**src/rtl/fp_round_if.sv**
```systemverilog
// Handshake bundle between the fpcvt convert block, the rounding stage and its consumer.
interface fp_round_if;
  logic       in_valid;
  logic       in_ready;
  logic       sign;
  logic [2:0] exponent;
  logic [3:0] significand;
  logic       round_bit;
  logic       out_valid;
  logic       out_ready;
  logic [7:0] fp_out;
  logic       saturated;

  modport master (
    output in_valid, sign, exponent, significand, round_bit, out_ready,
    input  in_ready, out_valid, fp_out, saturated
  );

  modport slave (
    input  in_valid, sign, exponent, significand, round_bit, out_ready,
    output in_ready, out_valid, fp_out, saturated
  );
endinterface

```
**src/rtl/fp_round_stage.sv**
```systemverilog
// Two-stage round-half-up / renormalise / saturate stage packing {sign, exp, sig}
// into an 8-bit float, with valid/ready flow control on both sides.
module fp_round_stage (
  input  logic        clk,
  input  logic        rst,
  fp_round_if.slave   io
);

  // Significand plus round bit, kept 5 bits wide so the carry-out is visible.
  function automatic logic [4:0] round_half_up(input logic [3:0] sig, input logic rb);
    return {1'b0, sig} + {4'b0000, rb};
  endfunction

  // Returns {saturated, sign, exp, sig}; a carry bumps the exponent, or clamps at exp 7.
  function automatic logic [8:0] pack_sat(input logic s, input logic [2:0] e,
                                          input logic [4:0] sum);
    if (!sum[4])
      return {1'b0, s, e, sum[3:0]};
    else if (e != 3'd7)
      return {1'b0, s, e + 3'd1, 4'b1000};
    else
      return {1'b1, s, 3'b111, 4'b1111};
  endfunction

  logic       vld_p1_q, vld_p1_d;
  logic       sign_p1_q, sign_p1_d;
  logic [2:0] exp_p1_q, exp_p1_d;
  logic [4:0] sum_p1_q, sum_p1_d;
  logic       vld_p2_q, vld_p2_d;
  logic [7:0] fp_p2_q, fp_p2_d;
  logic       sat_p2_q, sat_p2_d;

  logic       s2_free;
  logic       adv_p1;
  logic       in_xfer;
  logic       out_xfer;
  logic       in_ready_c;
  logic [8:0] packed_p1;

  always_comb begin
    s2_free    = !vld_p2_q || io.out_ready;
    adv_p1     = vld_p1_q && s2_free;
    in_ready_c = !vld_p1_q || s2_free;
    in_xfer    = io.in_valid && in_ready_c;
    out_xfer   = vld_p2_q && io.out_ready;
    packed_p1  = pack_sat(sign_p1_q, exp_p1_q, sum_p1_q);

    vld_p1_d  = vld_p1_q;
    sign_p1_d = sign_p1_q;
    exp_p1_d  = exp_p1_q;
    sum_p1_d  = sum_p1_q;
    vld_p2_d  = vld_p2_q;
    fp_p2_d   = fp_p2_q;
    sat_p2_d  = sat_p2_q;

    // Stage 1: capture operand and add the round bit.
    if (in_xfer) begin
      vld_p1_d  = 1'b1;
      sign_p1_d = io.sign;
      exp_p1_d  = io.exponent;
      sum_p1_d  = round_half_up(io.significand, io.round_bit);
    end else if (adv_p1) begin
      vld_p1_d  = 1'b0;
    end

    // Stage 2: renormalise / saturate and hold while the consumer stalls.
    if (adv_p1) begin
      vld_p2_d = 1'b1;
      fp_p2_d  = packed_p1[7:0];
      sat_p2_d = packed_p1[8];
    end else if (out_xfer) begin
      vld_p2_d = 1'b0;
    end
  end

  always_ff @(posedge clk) begin
    if (rst) begin
      vld_p1_q  <= 1'b0;
      sign_p1_q <= 1'b0;
      exp_p1_q  <= 3'd0;
      sum_p1_q  <= 5'd0;
      vld_p2_q  <= 1'b0;
      fp_p2_q   <= 8'h00;
      sat_p2_q  <= 1'b0;
    end else begin
      vld_p1_q  <= vld_p1_d;
      sign_p1_q <= sign_p1_d;
      exp_p1_q  <= exp_p1_d;
      sum_p1_q  <= sum_p1_d;
      vld_p2_q  <= vld_p2_d;
      fp_p2_q   <= fp_p2_d;
      sat_p2_q  <= sat_p2_d;
    end
  end

  assign io.in_ready  = in_ready_c;
  assign io.out_valid = vld_p2_q;
  assign io.fp_out    = fp_p2_q;
  assign io.saturated = sat_p2_q;

endmodule
```
**src/flat_wrapper.sv**
```systemverilog
// flat-port wrapper written by rule: the top's interface ports become plain ports
module fp_round_stage_flat 
  (clk, rst, io_in_valid, io_sign, io_exponent, io_significand, io_round_bit, io_out_ready, io_in_ready, io_out_valid, io_fp_out, io_saturated);
  fp_round_if io_i ();
  input  logic clk;
  input  logic rst;
  input wire logic [$bits(io_i.in_valid)-1:0] io_in_valid;
  input wire logic [$bits(io_i.sign)-1:0] io_sign;
  input wire logic [$bits(io_i.exponent)-1:0] io_exponent;
  input wire logic [$bits(io_i.significand)-1:0] io_significand;
  input wire logic [$bits(io_i.round_bit)-1:0] io_round_bit;
  input wire logic [$bits(io_i.out_ready)-1:0] io_out_ready;
  output wire logic [$bits(io_i.in_ready)-1:0] io_in_ready;
  output wire logic [$bits(io_i.out_valid)-1:0] io_out_valid;
  output wire logic [$bits(io_i.fp_out)-1:0] io_fp_out;
  output wire logic [$bits(io_i.saturated)-1:0] io_saturated;
  assign io_i.in_valid = io_in_valid;
  assign io_i.sign = io_sign;
  assign io_i.exponent = io_exponent;
  assign io_i.significand = io_significand;
  assign io_i.round_bit = io_round_bit;
  assign io_i.out_ready = io_out_ready;
  assign io_in_ready = io_i.in_ready;
  assign io_out_valid = io_i.out_valid;
  assign io_fp_out = io_i.fp_out;
  assign io_saturated = io_i.saturated;
  fp_round_stage u_core (.clk(clk), .rst(rst), .io(io_i));
endmodule
```
**config.mk**
```make
export PLATFORM = sky130hd
export DESIGN_NAME = fp_round_stage_flat
export DESIGN_NICKNAME = d
export VERILOG_FILES = /design/src/rtl/fp_round_if.sv /design/src/rtl/fp_round_stage.sv /design/src/flat_wrapper.sv
export SDC_FILE = /design/constraint.sdc
export NUM_CORES = 1
export LEC_CHECK = 0
export CORE_MARGIN = 8
export CORE_UTILIZATION = 49
export DETAILED_ROUTE_END_ITERATION = 12
export PLACE_DENSITY = 0.81
export SLEW_MARGIN = 15
export SYNTH_ARGS = -nofsm -noshare
export SYNTH_HDL_FRONTEND = slang
export SYNTH_SLANG_ARGS = --single-unit
export TNS_END_PERCENT = 30
```
**constraint.sdc**
```tcl
create_clock -name clk -period 3 [get_ports clk]
set_input_delay 0.3 -clock clk [delete_from_list [all_inputs] [get_ports clk]]
set_output_delay 0.3 -clock clk [all_outputs]
set_load 0.02 [all_outputs]
```
==> impl_metrics.ini <==
[worst_setup_path]
required_ns = 2.70
ff2ff_setup_slack_ns = 1.51
crit_arrival_ns = 1.83
worstPathMaxFanout = 14
cp-start-kind = register
end_kind = output pin
crit_type = reg -> out

[timing]
rsz0062_at_grt = false
fmax_ghz = 0.471
fin_crit_sh = 0.708
relSlewSlack = 0.624
finalHoldViolCount = 0
period_minus_slack_ns = 2.13
setup_viol_count_final = 0
drv_slew = 0
setup_tns_ns = 0
fin_skew_ns = 0.00146
worst_pin_slew_ns = 0.562

[route]
drc = 0
vias = 723
totalWireLength_mm = 1.79
vias_per_cell = 5.16
initialDrtViolationCount = 14
avgRoutedWirePerCell_um = 12.8
postRouteAntennaNets = 0
dr.pass1.iters = 4

[die]
core_area_sq_mm = 0.00173
num_rows = 15
die_w_um = 58.7
ioPinCount = 24
die_h_um = 58.7
start_util = 0.517
dieArea_sq_mm = 0.00344

[global_route]
grt_pass1_wl_mm = 3.08
grt_pass1_vias = 722
grt_max_degree = 17
gr-total-overflow = 0
antenna_found_initial = 0
grtUsageTotal = 0.113

[place]
place_hpwl_mm = 1.36
port_buffers = 23
globalplace.congestion = 0.768

[clocking]
clkSinkCount = 20
clk_pin_slew_ns = 0.11
cts_setup_buffers = 0
post_cts_resized = 0
numCtsBuffers = 3
clk_latency_ns = 0.30
root_buffer = clkbuf_4
cts-htree-levels = 1
hold_buffers = 0
cts_tree = yes
cts_buffer_depth = 2

[synthesis]
syn-cell-area_sq_um = 892
syn-num-nets = 109
syn_inst = 93
yosys_warnings = 0
ys_types = 24
netlist_top_cells_area = dfxtp_1 (45%), a21oi_1 (7.9%), mux2i_1 (7.9%)
yosysTopAreaCell = dfxtp_1
ys_seq_area_frac = 0.449
ys_ff_latch = 20
synth_top_area_frac = 0.449
syn_avg_cell_area_sq_um = 9.59

[power_and_ir_drop]
peakVddDrop_uv = 346
leakage_nw = 0.438
p_total_mw = 0.612
p_per_area_mw_per_mm2 = 519

[layout]
area_growth_pct = 32.1
layout-drive-gt1-share = 0.0696
postLayoutCoreUtil = 0.683
final_nets = 132
n_antenna_cell = 0
fill_cells = 157

[min_path]
hp-class = reg -> reg

[run]
maxCapViolCount = 0

[status]
status = finished, final reports clean
-- per-stage QoR --
step                      worst slack, ns  std cells  hold WS (ns)  area, sq um
after floorplan                      1.82         93         0.372          892
after global routing                0.728        140         0.498         1180
after global placement               1.01        136         0.446         1130
after detailed placement             1.01        136         0.457         1130
after CTS                           0.846        140         0.474         1180
final                               0.875        140         0.470         1180
-- path summary, 6_finish.rpt --
path | end | startpoint | cells after the start
max | io_in_ready | u_core.vld_p1_q | 2
min | u_core.sum_p1_q[1] | u_core.sum_p1_q[1] | 2
max reg2reg | u_core.io.fp_out[0] | u_core.vld_p1_q | 3
min reg2reg | u_core.sum_p1_q[1] | u_core.sum_p1_q[1] | 2
-- per-layer routing --
metal,track usage,wire length [um],share of wire,up-vias
met2,0.169,806,0.45,19
li1,-,-,-,374
met3,0.0413,118,0.066,5
met1,0.137,820,0.46,325
met5,0,0,0,-
met4,0.0614,40,0.022,0
-- kinds of logic after synthesis --
logic type | count (synthesis) | synth area share
compound gates | 27 | 0.219
simple gates | 24 | 0.135
flops | 20 | 0.449
buf+inv | 9 | 0.0477
mux | 7 | 0.0785
xor+xnor | 3 | 0.0295
fa+ha+maj | 3 | 0.0421
-- critical path, stage by stage (launching register included) --
cell	delay, ns
dfxtp_1	0.66
nand3b_1	0.26
clkdlybuf4s50_1	0.60
-- cell usage in the layout (no fill, tap or decap), drive strengths merged --
cell / instances
bufinv: 1
and4b: 1
nor3: 1
nand2b: 1
o31ai: 1
nor2b: 1
dfxtp: 20
xor2: 1
a211oi: 7
xnor2: 2
nand3b: 1
nand3: 3
o21ai: 1
inv: 4
nand2: 15
mux2i: 7
clkbuf: 3
ha: 3
clkdlybuf4s50: 23
nor2: 1
a21oi: 15
a311oi: 3
-- cell usage after synthesis (all sizes together) --
| cell | instances |
|---|---|
| a311oi | 3 |
| o21ai | 1 |
| nor2b | 1 |
| xor2 | 1 |
| nand2 | 15 |
| inv | 4 |
| dfxtp | 20 |
| o31ai | 1 |
| and4b | 1 |
| ha | 3 |
| nor3 | 1 |
| xnor2 | 2 |
| nor2 | 1 |
| nand3 | 3 |
| nand2b | 1 |
| nand3b | 1 |
| a211oi | 7 |
| buf | 2 |
| a21oi | 15 |
| clkbuf | 3 |
| mux2i | 7 |
-- power by group --
part	internal [mW]	leakage [nW]	switching [mW]
sequential	0.283	0.165	0.0136
clock	0.135	0.0279	0.0856
combinational	0.0497	0.246	0.0449
-- cell type report --
type                            instances  area [sq um]  area share
Clock inverter                          1          30.0      0.0255
Multi-Input combinational cell         64           449       0.381
Timing Repair Buffer                   23           230       0.195
Sequential cell                        20           400       0.340
Tap cell                               25          31.3      0.0265
Inverter                                4          15.0      0.0127
Clock buffer                            3          22.5      0.0191
-- sequential cells by signal, indices dropped and copies added (netlist names) --
name                 cells
u_core.vld_p1_q          1
u_core.io.out_valid      1
u_core.exp_p1_q          3
u_core.io.saturated      1
u_core.sign_p1_q         1
u_core.sum_p1_q          5
u_core.io.fp_out         8
(Power assumes the default switching activity.)
